`config.mk`:
```
export PLATFORM = sky130hd
export DESIGN_NAME = cp0_timer_irq_flat
export DESIGN_NICKNAME = d
export VERILOG_FILES = /design/src/rtl/cp0_timer_irq_pkg.sv /design/src/rtl/cp0_timer_irq_if.sv /design/src/rtl/cp0_timer_irq_irq_sync.sv /design/src/rtl/cp0_timer_irq.sv /design/src/flat_wrapper.sv
export SDC_FILE = /design/constraint.sdc
export NUM_CORES = 1
export LEC_CHECK = 0
export BUFFER_PORTS_ARGS = -buffer_cell sky130_fd_sc_hd__buf_4
export CAP_MARGIN = 25
export CORE_MARGIN = 10
export CORE_UTILIZATION = 40
export DETAILED_ROUTE_END_ITERATION = 8
export SYNTH_ARGS = -nofsm -noshare
export SYNTH_HDL_FRONTEND = slang
export SYNTH_SLANG_ARGS = --single-unit
```
`constraint.sdc`:
```
create_clock -name clk -period 7.6 [get_ports clk]
set_input_delay 0.38 -clock clk [delete_from_list [all_inputs] [get_ports clk]]
set_output_delay 0.38 -clock clk [all_outputs]
set_load 0.01 [all_outputs]
```
`src/rtl/cp0_timer_irq_pkg.sv`:
```
// rtl/cp0_timer_irq_pkg.sv - CP0 register ids, interrupt vector type and shared pending-interrupt function
package cp0_timer_irq_pkg;

  localparam logic [4:0] CP0_COUNT_ID   = 5'd9;
  localparam logic [4:0] CP0_COMPARE_ID = 5'd11;

  typedef logic [5:0] hwint_t;

  // Shared with the exception unit so both agree on when an interrupt is taken.
  function automatic logic irq_pending(
    input logic [7:0] ip,
    input logic [7:0] im,
    input logic       ie,
    input logic       exl,
    input logic       erl
  );
    return ie & ~exl & ~erl & (|(ip & im));
  endfunction

endpackage

```
`src/rtl/cp0_timer_irq_if.sv`:
```
// rtl/cp0_timer_irq_if.sv - mtc0 write bus forwarded from cp0 to the timer/interrupt block
interface cp0_timer_irq_if;

  logic        wr_valid;
  logic [4:0]  wr_id;
  logic [31:0] wr_data;

  modport master (output wr_valid, output wr_id, output wr_data);
  modport slave  (input  wr_valid, input  wr_id, input  wr_data);

endinterface

```
`src/rtl/cp0_timer_irq_irq_sync.sv`:
```
// rtl/cp0_timer_irq_irq_sync.sv - N-bit multi-stage synchroniser for asynchronous interrupt lines
module irq_sync #(
  parameter int N      = 6,
  parameter int STAGES = 2
) (
  input  logic         clk,
  input  logic         resetn,
  input  logic [N-1:0] d,
  output logic [N-1:0] q
);

  logic [N-1:0] stage [STAGES];

  always_ff @(posedge clk or negedge resetn) begin
    if (!resetn) begin
      for (int i = 0; i < STAGES; i++) begin
        stage[i] <= '0;
      end
    end else begin
      stage[0] <= d;
      for (int i = 1; i < STAGES; i++) begin
        stage[i] <= stage[i-1];
      end
    end
  end

  assign q = stage[STAGES-1];

endmodule

```
`src/rtl/cp0_timer_irq.sv`:
```
// rtl/cp0_timer_irq.sv - Count/Compare timer, Cause.TI and hardware interrupt request logic
module cp0_timer_irq
  import cp0_timer_irq_pkg::*;
#(
  parameter int COUNT_DIV   = 2,
  parameter int N_HWINT     = 6,
  parameter int SYNC_STAGES = 2,
  parameter int TIMER_LINE  = 5
) (
  input  logic               clk,
  input  logic               resetn,
  cp0_timer_irq_if.slave     wr,
  input  logic [N_HWINT-1:0] ext_int,
  input  logic               status_ie,
  input  logic               status_exl,
  input  logic               status_erl,
  input  logic [7:0]         status_im,
  input  logic [1:0]         cause_ip_sw,
  output logic [31:0]        count,
  output logic [31:0]        compare,
  output logic               cause_ti,
  output hwint_t             cause_ip_hw,
  output logic               int_req
);

  localparam int PW = (COUNT_DIV > 1) ? $clog2(COUNT_DIV) : 1;

  logic         count_wr;
  logic         compare_wr;
  logic         tick;
  logic         count_upd;
  logic [31:0]  count_nxt;
  logic         match;
  logic [N_HWINT-1:0] sync_q;
  hwint_t       ip_hw;

  assign count_wr   = wr.wr_valid && (wr.wr_id == CP0_COUNT_ID);
  assign compare_wr = wr.wr_valid && (wr.wr_id == CP0_COMPARE_ID);

  // A Count write restarts the prescaler so the next increment is a full period away.
  generate
    if (COUNT_DIV > 1) begin : g_presc
      logic [PW-1:0] presc;

      assign tick = (presc == PW'(COUNT_DIV - 1));

      always_ff @(posedge clk or negedge resetn) begin
        if (!resetn) begin
          presc <= '0;
        end else if (count_wr || tick) begin
          presc <= '0;
        end else begin
          presc <= presc + 1'b1;
        end
      end
    end else begin : g_no_presc
      assign tick = 1'b1;
    end
  endgenerate

  assign count_upd = count_wr | tick;
  assign count_nxt = count_wr ? wr.wr_data : (count + 32'd1);
  // Compared against the Compare value held before this edge, so a fresh write never matches itself.
  assign match     = count_upd && (count_nxt == compare);

  always_ff @(posedge clk or negedge resetn) begin
    if (!resetn) begin
      count    <= '0;
      compare  <= '0;
      cause_ti <= 1'b0;
    end else begin
      if (count_upd) begin
        count <= count_nxt;
      end
      if (compare_wr) begin
        compare  <= wr.wr_data;
        cause_ti <= 1'b0;
      end else if (match) begin
        cause_ti <= 1'b1;
      end
    end
  end

  irq_sync #(
    .N      (N_HWINT),
    .STAGES (SYNC_STAGES)
  ) u_irq_sync (
    .clk    (clk),
    .resetn (resetn),
    .d      (ext_int),
    .q      (sync_q)
  );

  always_comb begin
    ip_hw                 = '0;
    ip_hw[N_HWINT-1:0]    = sync_q;
    ip_hw[TIMER_LINE]     = ip_hw[TIMER_LINE] | cause_ti;
  end

  assign cause_ip_hw = ip_hw;

  // Gated by resetn so a held software interrupt cannot raise a request while in reset.
  assign int_req = resetn & irq_pending({ip_hw, cause_ip_sw}, status_im,
                                        status_ie, status_exl, status_erl);

endmodule

```
`src/flat_wrapper.sv`:
```
// flat-port wrapper written by rule: the top's interface ports become plain ports
module cp0_timer_irq_flat import cp0_timer_irq_pkg::*;
#(
  parameter int COUNT_DIV   = 2,
  parameter int N_HWINT     = 6,
  parameter int SYNC_STAGES = 2,
  parameter int TIMER_LINE  = 5
)
  (clk, resetn, ext_int, status_ie, status_exl, status_erl, status_im, cause_ip_sw, count, compare, cause_ti, cause_ip_hw, int_req, wr_wr_valid, wr_wr_id, wr_wr_data);
  cp0_timer_irq_if wr_i ();
  input  logic clk;
  input  logic resetn;
  input  logic [N_HWINT-1:0] ext_int;
  input  logic status_ie;
  input  logic status_exl;
  input  logic status_erl;
  input  logic [7:0] status_im;
  input  logic [1:0] cause_ip_sw;
  output logic [31:0] count;
  output logic [31:0] compare;
  output logic cause_ti;
  output hwint_t cause_ip_hw;
  output logic int_req;
  input wire logic [$bits(wr_i.wr_valid)-1:0] wr_wr_valid;
  input wire logic [$bits(wr_i.wr_id)-1:0] wr_wr_id;
  input wire logic [$bits(wr_i.wr_data)-1:0] wr_wr_data;
  assign wr_i.wr_valid = wr_wr_valid;
  assign wr_i.wr_id = wr_wr_id;
  assign wr_i.wr_data = wr_wr_data;
  cp0_timer_irq #(.COUNT_DIV(COUNT_DIV), .N_HWINT(N_HWINT), .SYNC_STAGES(SYNC_STAGES), .TIMER_LINE(TIMER_LINE)) u_core (.clk(clk), .resetn(resetn), .wr(wr_i), .ext_int(ext_int), .status_ie(status_ie), .status_exl(status_exl), .status_erl(status_erl), .status_im(status_im), .cause_ip_sw(cause_ip_sw), .count(count), .compare(compare), .cause_ti(cause_ti), .cause_ip_hw(cause_ip_hw), .int_req(int_req));
endmodule
```
==> summary.txt, run 1 <==
Cells and area
  • Area taken by flip-flops and latches: around 2000 µm²
  • Share of cells above drive strength 1: between 30% and 40%
  • Area of the multi-input gates: 2771 µm²
  • Fill cell count: 1145
  • Ant diodes: 0
  • Area Overhead vs Synth: 26.93%
  • Fin nets: 691

Logic synthesis
  • Cells after synthesis: between 500 and 600
  • Mapped Nets: a little under 600
  • Post-synth ARST share: 100.0%
  • Avg Inst Size Synth: 9.451 µm²
  • Top cells by area, synth: dfrtp_1, xor2_1, xnor2_1
  • Yosys cell types: 55
  • Top_reg_cell synth: dfrtp_1
  • Share of the synthesized area in the top cell type: between 30% and 40%
  • Sequential area share after synthesis: between 30% and 40%
  • Cell taking the most area after synthesis: dfrtp_1
  • Ys Warns: 0
  • Yosys reg bits: 78
  • EDFF count, synth: 0
  • Synthesized area: 4915 µm²

Setup path
  • WP buf/inv: 0
  • RR Startpoint: u_core.count[0]$_DFFE_PN0P_
  • Worst Path Required: slightly below 8 ns
  • CP startpoint kind: flop
  • Setup Crit Path Kind: reg -> reg
  • Arr. time, crit path: between 3 and 4 ns
  • Cell family with most CP delay: simple AND/OR/NAND/NOR gates
  • Crit path cell chain: ha_1, nand3_1, nor3_1, nand2_1, mux2i_1, a222oi_1, nor2_1, or4_1, o32ai_2
  • CP max FO: 8
  • CP max stage delay: between 0.6 and 0.7 ns
  • Crit path from: u_core.count[0]$_DFFE_PN0P_
  • CP max stage cell: nor3_1
  • Critical path endpoint category: flop

Flow run
  • Max cap viols: 0

STA
  • # setup viols final: 0
  • Setup Skew: 0.004306 ns
  • Final Max Slew Viols: 0
  • Minimum clock period after layout: around 3.3 ns
  • Fmax: 298.8 MHz
  • Final period util: 44.03%
  • Fin Setup TNS: 0 ns
  • Slew @ Worst Pin: approximately 0.85 ns
  • Final Hold Vio Count: 0
  • Worst slew margin: a little over two fifths
  • Unrepaired setup endpoints after global routing: false
  • Hold_ws: around 0.016 ns

Clock network
  • CTS H-tree lvls: 3
  • # hold bufs at CTS: 0
  • Cts bufs inserted: 9
  • Post-CTS setup buffers: 0
  • Root buffer cell: clkbuf_16
  • CTS tree: yes
  • Latest clock arrival within the worst-skew pair: about 0.35 ns
  • Clock tree buffer depth: 2
  • CTS resizes: 0
  • Worst-path clk slew: 0.07 ns
  • Clock sinks: 78

Floorplanning
  • Full die area: 17120 µm²
  • Die height: around 130 µm
  • # IOs: around 130
  • Core area: approximately 12000 µm²
  • Initial Utilization: about two fifths
  • Site Rows: 40
  • Die X: 130.8 µm

Global routing
  • Gr ovfl total: 0
  • First-pass GRT wire length: between 20000 and 30000 µm
  • Number of global-route vias before repair: ~4.4k
  • Largest net degree at the start of global routing: just over 60
  • Initial antenna violation count: 0
  • Tot GR Track Use: 19.52%

Detailed routing
  • Vias/cell: 5.625
  • Met1 wire length: between 7000 and 8000 µm
  • Final wirelength: around 17000 µm
  • Starting DRC count in detailed routing: just under 300
  • 1st-pass router iterations: 5
  • DR WL met2: 7889 µm
  • Highest routing layer actually used: met4
  • Residual DRC count: 0
  • Vias: roughly 4.4k
  • Met3 wire length: 994 µm
  • Final ANT Viol Nets: 0
  • Wirelength per Cell: roughly 21 µm

Place
  • PortBufs: 130
  • GP Congestion: ~0.9
  • Hpwl dp: around 13000 µm

Status
  • Status: finished, final reports clean

Power
  • Total power: 1.830 mW
  • Pwr Density: slightly below 300 nW/µm²
  • Max VDD drop: around 0.00013 V
  • Pleak: 2.630 nW

Min path
  • Hold Path Class: in -> async
## metal layers
layer  global-route usage, %  up-vias
met1                   26.04     2164
met4                   6.933        0
met2                   30.63      137
li1                        -     2078
met5                       0        -
met3                   3.989       25
## area by class of cell
type	count	area share, %
inverters	10	0.6017
repair buffers	134	16.13
flip-flops and latches	78	31.29
well taps	147	2.948
clock buffers	9	3.610
clock inverters	7	1.003
multi-input cells	398	44.42
## per-stage QoR
stage          utilization, %  area (µm²)  instances  setup slack, ns
4_1_cts                 51.94        6238        783            4.313
5_1_grt                 51.94        6238        783            3.975
2_1_floorplan               -        4915        520            4.807
6_report                51.94        6238        783            4.253
3_5_place_dp            49.54        5951        767            4.347
3_3_place_gp            49.54        5951        767            4.537
## report_power, final
group	internal [mW]	leakage, nW	total [mW]	switching [mW]
combinational	0.351	1.55	0.694	0.343
sequential	0.509	0.938	0.707	0.197
clock	0.229	0.139	0.429	0.200
total	1.09	2.63	1.83	0.741
## state kept, by name, summed over array words and instances, names as in the netlist
name                     flops
u_core.cause_ti              1
u_core.u_irq_sync.q          6
u_core.g_presc.presc         1
u_core.u_irq_sync.stage      6
u_core.count                32
u_core.compare              32
## cell families after synthesis
logic type                 count (synthesis)  synth area share [%]
AOI/OAI and AO/OA                         87                 11.30
xor gates and xnor gates                  90                 16.04
adders and majority gates                  1                0.2545
buffers and inverters                     44                 4.048
DFF                                       78                 39.71
muxes                                     39                 8.809
and+or+nand+nor                          181                 19.83
## cells in the mapped netlist, types with 3 or more instances
cell	number
and3_1	7
a31oi_1	5
nor3_1	11
clkbuf_1	14
nand2b_1	4
a211oi_1	4
o21ai_0	37
buf_2	9
xor2_1	46
nor2_1	27
and4_1	3
xnor2_1	44
buf_4	6
mux2i_1	5
nor4_1	11
o31ai_1	6
a21oi_1	12
buf_1	5
nand4_1	19
mux2_2	34
inv_1	10
nand3_1	17
dfrtp_1	78
nand2_1	60
## worst paths after layout
kind | to | slack (ns) | cells after the start
max in group asynchronous | u_core.compare[13]$_DFFE_PN0P_ | 6.64 | 2
min reg2reg | u_core.u_irq_sync.q[3]$_DFF_PN0_ | 0.35 | 0
max reg2reg | u_core.cause_ti$_DFFE_PN0P_ | 4.25 | 9
min | u_core.count[11]$_DFFE_PN0P_ | 0.02 | 1
min in group clk | u_core.u_irq_sync.stage[7]$_DFF_PN0_ | 0.13 | 1
max | u_core.cause_ti$_DFFE_PN0P_ | 4.25 | 9
## layout by cell type (no fill, tap or decap), types with 3 or more instances in the layout
cell type | synthesis | routed
a211oi_1 | 4 | 4
a21oi_1 | 12 | 12
a31oi_1 | 5 | 5
and3_1 | 7 | 7
and4_1 | 3 | 3
buf_4 | 6 | 134
clkbuf_16 | 0 | 9
dfrtp_1 | 78 | 78
inv_1 | 10 | 10
inv_6 | 0 | 4
mux2_2 | 34 | 34
mux2i_1 | 5 | 5
nand2_1 | 60 | 60
nand2b_1 | 4 | 4
nand3_1 | 17 | 17
nand4_1 | 19 | 19
nor2_1 | 27 | 26
nor3_1 | 11 | 11
nor4_1 | 11 | 11
o21ai_0 | 37 | 37
o31ai_1 | 6 | 6
xnor2_1 | 44 | 44
xor2_1 | 46 | 46
No activity file was read; power rests on OpenSTA's default activity.
==> inputs of run 2 (changes only) <==
Settings changed: ABC_AREA set to 1.
Clock period 7.6 ns to 3.4 ns, I/O delays scaled along.
==> run 2 against run 1 <==
  * Area after synthesis shrank 1.5%
  * Flip-flop and latch count is the same
  * Clock power grew 140%
  * Utilization grew 0.89 points
  * Global-route usage grew 0.088 points
  * Setup slack lost 3.3 ns
  * Synthesized cell count grew 42%
  * Register-to-register slack lost 3.3 ns
  * Non-clock buffer count grew 9
  * Critical endpoint unchanged
  * Largest power group is now combinational cells
  * Highest routed layer unchanged
==> summary.txt, run 2 <==
Place
  • GP Congestion: 0.8557 (-6.2%)
  • PortBufs: 130 (unchanged)
  • Dpl cells: 994 (+30%)
  • Placement Cell Area: 5918 µm² (-0.55%)
  • Hpwl dp: 12710 µm (+0.84%)

Detailed routing
  • Starting DRC count in detailed routing: 359 (+20%)
  • Vias/cell: 4.939 (-12%)
  • Residual DRC count: 0 (unchanged)
  • Vias: 5023 (+14%)
  • Wirelength per Cell: 15.80 µm (-25%)
  • Final wirelength: 16070 µm (-2.7%)
  • 1st-pass router iterations: 7 (+2)
  • Final ANT Viol Nets: 0 (unchanged)

Setup path
  • CP max FO: 6 (-2)
  • Critical path endpoint category: flop
  • CP startpoint kind: flop
  • Arr. time, crit path: 2.73 ns (-0.87 ns)
  • Setup Crit Path Kind: reg -> reg
  • Worst Path Required: 3.66 ns (-4.20 ns)
  • Worst R2R Path Depth: 15 (+6)

Logic synthesis
  • Most common cell in the netlist: nand2_1
  • Share of the synthesized area in the top cell type: 40.33% (+0.62 points)
  • Post-synth ARST share: 100.0% (unchanged)
  • Ys Warns: 0 (unchanged)
  • Cells after synthesis: 736 (+42%)
  • Sequential area share after synthesis: 40.33% (+0.62 points)
  • Synthesized area: 4840 µm² (-1.5%)
  • Yosys cell types: 30 (-45%)
  • Top_reg_cell synth: dfrtp_1
  • EDFF count, synth: 0 (unchanged)
  • Mapped Nets: 796 (+37%)
  • Top cells by count, synth: nand2_1, inv_1, dfrtp_1, o21ai_0, nand3_1
  • Yosys reg bits: 78 (unchanged)
  • Cell taking the most area after synthesis: dfrtp_1
  • Top cells by area, synth: dfrtp_1, nand2_1, o21ai_0
  • Avg Inst Size Synth: 6.576 µm² (-30%)

STA
  • Unrepaired setup endpoints after global routing: false
  • Minimum clock period after layout: 2.470 ns (-0.8771 ns)
  • Worst slew margin: 56.70% (+13 points)
  • Slew @ Worst Pin: 0.6494 ns (-0.1991 ns)
  • Setup Skew: 0.003645 ns (-0.0006614 ns)
  • Fmax: 404.9 MHz (+36%)
  • Final period util: 72.63% (+29 points)
  • Final Hold Vio Count: 0 (unchanged)
  • # setup viols final: 0 (unchanged)
  • Final Max Slew Viols: 0 (unchanged)
  • Fin Setup TNS: 0 ns (unchanged)

Global routing
  • Gr ovfl total: 0 (unchanged)
  • Largest net degree at the start of global routing: 51 (-18%)
  • First-pass GRT wire length: 25960 µm (+1.3%)
  • Initial antenna violation count: 0 (unchanged)
  • Number of global-route vias before repair: 5024 (+13%)
  • Tot GR Track Use: 19.60% (+0.088 points)

Clock network
  • Worst-path clk slew: 0.06 ns (about the same)
  • Clock sinks: 78 (unchanged)
  • Clock tree buffer depth: 2 (unchanged)
  • Cts bufs inserted: 9 (unchanged)
  • CTS tree: yes
  • Latest clock arrival within the worst-skew pair: 0.35 ns (about the same)
  • # hold bufs at CTS: 7 (+7)
  • CTS resizes: 0 (unchanged)
  • Root buffer cell: clkbuf_16
  • CTS H-tree lvls: 3 (unchanged)
  • Post-CTS setup buffers: 0 (unchanged)

Status
  • Status: finished, final reports clean

Cells and area
  • Most frequent cells in the layout: nand2_1, buf_4, inv_1
  • Commonest non-fill, non-tap cell in the layout: nand2_1
  • Area Overhead vs Synth: 30.02%
  • Area of the multi-input gates: 2446 µm² (-12%)
  • Fill cell count: 1232 (+7.6%)
  • Top Registers: u_core.compare: 32 flops, u_core.count: 32 flops
  • Fin nets: 925 (+34%)
  • Layout Cells excl Fill: 1017 (+30%)
  • Ant diodes: 0 (unchanged)
  • Area taken by flip-flops and latches: 1952 µm² (unchanged)
  • Design Area, Final: 6292 µm² (+0.86%)
  • Share of cells above drive strength 1: 19.89% (-11 points)

Floorplanning
  • Core area: 11910 µm² (-0.83%)
  • Full die area: 16900 µm² (-1.3%)
  • # IOs: 131 (unchanged)
  • Site Rows: 40 (unchanged)
  • Die X: 130.0 µm (-0.65%)
  • Initial Utilization: 40.63% (-0.29 points)
  • Die height: 130.0 µm (-0.65%)

Min path
  • Hold Path Class: in -> reg
  • Hold Path Stages: 3

Flow run
  • Max cap viols: 0 (unchanged)

Power
  • Pwr Density: 689.6 nW/µm² (+140%)
  • Pleak: 3.208 nW (+22%)
  • Max VDD drop: 0.0003473 V (+160%)
[run 2: changes by cell type in the layout (fill, tap and decap cells not counted), sizes merged, moves of 34 or more]
cell	before	now
inv	15	88
mux2	34	0
nand2	60	308
nand3	18	67
nor2	27	69
o21ai	37	71
xnor2	44	0
xor2	46	2
[run 2: metal layers]
layer | global-route usage [%] | up-vias | wire length [µm]
met2 | 32.35 | 139 | 7660
met5 | 0 | - | 0
met1 | 24.86 | 2301 | 7267
met3 | 4.097 | 19 | 803
li1 | - | 2564 | -
met4 | 6.944 | 0 | 335
[run 2: logic make-up after synthesis]
family / after synthesis / share of synthesized area [%]
simple gates: 466 / 41.26
buf+inv: 109 / 9.126
compound gates: 80 / 8.661
flops: 78 / 40.33
xor+xnor: 2 / 0.3620
fa+ha+maj: 1 / 0.2585
[run 2: critical path: stages, from the launching register on]
cell and delay (ns):
dfrtp_1 0.44, ha_1 0.26, nand2_2 0.09, nor2_4 0.18, nand2_4 0.11, nor2_2 0.17
nand3_1 0.09, nand3_1 0.12, nand2_1 0.11, nand2_1 0.11, nand2_1 0.06, nor2_1 0.10
nand2_1 0.10, nor2_1 0.18, nand3_1 0.11, a21oi_1 0.14
[run 2: power breakdown]
group          internal, mW  switching (mW)  total, mW
Clock                 0.579           0.427       1.01
Sequential             1.18           0.400       1.58
Combinational         0.754           0.997       1.75
[run 2: path summary, 6_finish.rpt]
| path | startpoint | slack [ns] | end |
|---|---|---|---|
| min | wr_wr_data[8] | 0.03 | u_core.compare[8]$_DFFE_PN0P_ |
| max | u_core.count[1]$_DFFE_PN0P_ | 0.93 | u_core.cause_ti$_DFFE_PN0P_ |
| max reg2reg | u_core.count[1]$_DFFE_PN0P_ | 0.93 | u_core.cause_ti$_DFFE_PN0P_ |
| max in group asynchronous | resetn | 2.10 | u_core.count[17]$_DFFE_PN0P_ |
| min in group asynchronous | resetn | 0.29 | u_core.compare[6]$_DFFE_PN0P_ |
| min reg2reg | u_core.u_irq_sync.stage[10]$_DFF_PN0_ | 0.35 | u_core.u_irq_sync.q[4]$_DFF_PN0_ |
[run 2: stage by stage]
step,setup slack [ns],hold slack (ns),power [mW],util [%]
6_report,0.9305,0.03068,4.339,52.83
5_1_grt,0.6636,0.04501,4.721,52.83
4_1_cts,0.9217,0.02186,4.396,52.83
3_5_place_dp,0.9457,0.1405,3.361,49.68
3_3_place_gp,0.9264,0.1418,3.343,49.68
2_1_floorplan,1.476,-0.1256,2.490,-
[run 2: layout make-up]
type                    count  share of cell area [%]
flip-flops and latches     78                   31.02
repair buffers            143                   17.34
multi-input cells         549                   38.87
clock buffers               9                   3.579
inverters                  84                   5.011
well taps                 147                   2.923
clock inverters             7                   1.253
==> inputs of run 3 (changes only) <==
Settings changed: ABC_AREA 1 to 0.
Clock period 3.4 ns to 2.31 ns, I/O delays scaled along.
==> run 3 against run 2 <==
  * The run now ends with setup timing left
  * Total power up 63%
  * First-iteration DRC count down 23%
  * Clock-buffer cell count unchanged
  * Die area up 1.3%
  * Clock power up 59%
  * Global-route usage up 2.2 points
  * Setup slack worse by 1.1 ns
  * Wire length up 14%
  * Critical path type unchanged
==> summary.txt, run 3 (synthesized netlist as in run 1, its figures left out) <==
Clock network
  • Clock sinks: 78 (unchanged)
  • Worst-path clk slew: 0.07 ns (about the same)
  • Latest clock arrival within the worst-skew pair: 0.35 ns (about the same)
  • CTS H-tree lvls: 3 (unchanged)
  • Cts bufs inserted: 9 (unchanged)
  • Root buffer cell: clkbuf_16
  • CTS tree: yes
  • Clock tree buffer depth: 2 (unchanged)

Setup path
  • Worst Path Required: 2.57 ns (-1.09 ns)
  • Crit path from: u_core.count[5]$_DFFE_PN0P_
  • Reg-to-reg critical path endpoint: u_core.cause_ti$_DFFE_PN0P_
  • RR Startpoint: u_core.count[5]$_DFFE_PN0P_
  • Setup Crit Path Kind: reg -> reg
  • Arr. time, crit path: 2.75 ns (+0.02 ns)
  • CP max FO: 5 (-1)
  • Crit path to: u_core.cause_ti$_DFFE_PN0P_
  • Worst R2R Path Depth: 9 (-6)
  • CP max stage cell: or4_1
  • R2R Setup Slk: -0.18 ns (-1.11 ns)
  • Critical path endpoint category: flop
  • CP max stage delay: 0.50 ns (+0.06 ns)
  • CP startpoint kind: flop
  • Crit path cell chain: and4_2, buf_4, nand3_4, a32oi_2, o31ai_1, a211oi_1, a31oi_1, or4_1, o32ai_2

Detailed routing
  • Residual DRC count: 0 (unchanged)
  • Highest routing layer actually used: met4
  • Met1 wire length: 8163 µm (+12%)
  • Met3 wire length: 1194 µm (+49%)
  • Starting DRC count in detailed routing: 275 (-23%)
  • DR WL met2: 8526 µm (+11%)
  • 1st-pass router iterations: 4 (-3)
  • Vias/cell: 5.296 (+7.2%)
  • Final wirelength: 18340 µm (+14%)
  • Vias: 4793 (-4.6%)
  • Final ANT Viol Nets: 0 (unchanged)
  • Wirelength per Cell: 20.27 µm (+28%)

Global routing
  • Initial antenna violation count: 0 (unchanged)
  • Tot GR Track Use: 21.84% (+2.2 points)
  • First-pass GRT wire length: 28490 µm (+9.7%)
  • Gr ovfl total: 0 (unchanged)
  • Largest net degree at the start of global routing: 79 (+55%)
  • Number of global-route vias before repair: 5054 (+0.60%)

STA
  • Fmax: 401.6 MHz (-0.83%)
  • Unrepaired setup endpoints after global routing: true
  • Worst slew margin: 64.52% (+7.8 points)
  • Final Hold Vio Count: 0 (unchanged)
  • Setup Skew: 0.008806 ns (+0.005161 ns)
  • # setup viols final: 1 (+1)
  • Minimum clock period after layout: 2.490 ns (+0.02078 ns)
  • Final Max Slew Viols: 0 (unchanged)
  • Hold_ws: 0.004207 ns (-0.02647 ns)
  • Slew @ Worst Pin: 0.5321 ns (-0.1173 ns)
  • Final period util: 107.8% (+35 points)
  • Setup ws final: -0.1803 ns (-1.111 ns)
  • Fin Setup TNS: -0.1803 ns (-0.1803 ns)

Power
  • Sw power: 2.680 mW (+47%)
  • Pwr Density: 951.5 nW/µm² (+38%)
  • Internal power consumption: 4.389 mW (+74%)
  • Pleak: 3.269 nW (+1.9%)
  • Sw frac: 37.92% (-4.1 points)
  • Combinational share of power: 48.5% (+8.2 points)
  • Clock share of power: 22.8% (-0.4 points)
  • Seq pwr share: 28.6% (-7.9 points)
  • Max VDD drop: 0.0005656 V (+63%)

Place
  • GP Congestion: 0.9163 (+7.1%)
  • PortBufs: 130 (unchanged)
  • Hpwl dp: 14430 µm (+13%)

Cells and area
  • Top Registers: u_core.compare: 32 flops, u_core.count: 32 flops
  • Share of cells above drive strength 1: 41.82% (+22 points)
  • Fill cell count: 1088 (-12%)
  • Most frequent cells in the layout: buf_4, dfrtp_1, nand2_1
  • Fin nets: 813 (-12%)
  • Ant diodes: 0 (unchanged)
  • Area Overhead vs Synth: 51.17%
  • Commonest non-fill, non-tap cell in the layout: buf_4

Flow run
  • Max cap viols: 0 (unchanged)

Min path
  • Hold Path Class: in -> reg
  • Hold Path Stages: 3 (unchanged)

Floorplanning
  • # IOs: 131 (unchanged)
  • Initial Utilization: 40.92% (+0.29 points)
  • Core area: 12010 µm² (+0.84%)
  • Die height: 130.8 µm (+0.65%)
  • Die X: 130.8 µm (+0.65%)
  • Site Rows: 40 (unchanged)
  • Full die area: 17120 µm² (+1.3%)

Status
  • Failing checks: setup timing
  • Status: finished with violations
-- run 3: cell types whose count changed in the layout (fill, tap and decap cells not counted), moves of 30 or more --
cell     change
buf_4       +94
inv_1       -74
mux2_2      +34
nand2_1    -242
nand3_1     -53
nor2_1      -30
o21ai_0     -34
xnor2_1     +44
xor2_1      +44
-- run 3: repair_timing --
action	in CTS	in global routing
hold endpoints to repair	100	0
pin swaps	11	2
setup buffers	3	1
gates resized for setup	16	3
setup endpoints to repair	1	3
hold buffers	23	0
-- run 3: layout make-up --
cell class,instances,area [µm²],share of cell area [%]
Multi-Input combinational cell,398,2924,39.36
Timing Repair Buffer,256,1999,26.91
Sequential cell,78,1956,26.32
Clock buffer,9,225.2,3.031
Tap cell,147,183.9,2.476
Clock inverter,7,103.9,1.398
Inverter,10,37.54,0.5052
-- run 3: layer usage --
| layer | global-route usage, % | up-vias |
|---|---|---|
| met1 | 28.28 | 2316 |
| met2 | 35.12 | 133 |
| met3 | 4.593 | 26 |
| met5 | 0 | - |
| met4 | 8.110 | 0 |
| li1 | - | 2318 |
-- run 3: power groups by stage --
stage	clock network (mW)	registers, mW	logic [mW]
after floorplan	0	2.21	1.43
after global placement	0	2.03	3.28
after detailed placement	0	2.04	3.30
after CTS	1.63	2.02	3.44
after global routing	1.69	2.07	3.71
final	1.61	2.02	3.43
-- run 3: worst min-delay path by stage --
stage / from / to / slack, ns
4_1_cts: wr_wr_data[29] / u_core.count[29]$_DFFE_PN0P_ / 0.002
2_1_floorplan: resetn / u_core.cause_ti$_DFFE_PN0P_ / -0.18
5_1_grt: wr_wr_data[20] / u_core.compare[20]$_DFFE_PN0P_ / 0.009
6_report: wr_wr_data[29] / u_core.count[29]$_DFFE_PN0P_ / 0.004
3_3_place_gp: ext_int[4] / u_core.u_irq_sync.stage[10]$_DFF_PN0_ / 0.22
3_5_place_dp: ext_int[5] / u_core.u_irq_sync.stage[11]$_DFF_PN0_ / 0.23
-- run 3: through the flow --
step	total power [mW]	util (%)	cell area [µm²]	worst slack, ns	std cells
floorplan	3.644	-	5011	-0.009480	520
global placement	5.314	56.16	6745	-0.3031	862
detailed placement	5.344	56.16	6745	-0.3221	862
CTS	7.090	61.64	7403	-0.1535	904
global route	7.481	61.85	7430	-0.3295	905
finish	7.069	61.85	7430	-0.1803	905
-- run 3: critical path, delay by kind of cell (launching register included) --
family / cells / cell delay (ns)
AO/OA/AOI/OAI: 5 / 0.94
buffers and inverters: 1 / 0.14
flip-flops: 1 / 0.39
AND/OR/NAND/NOR: 3 / 0.92
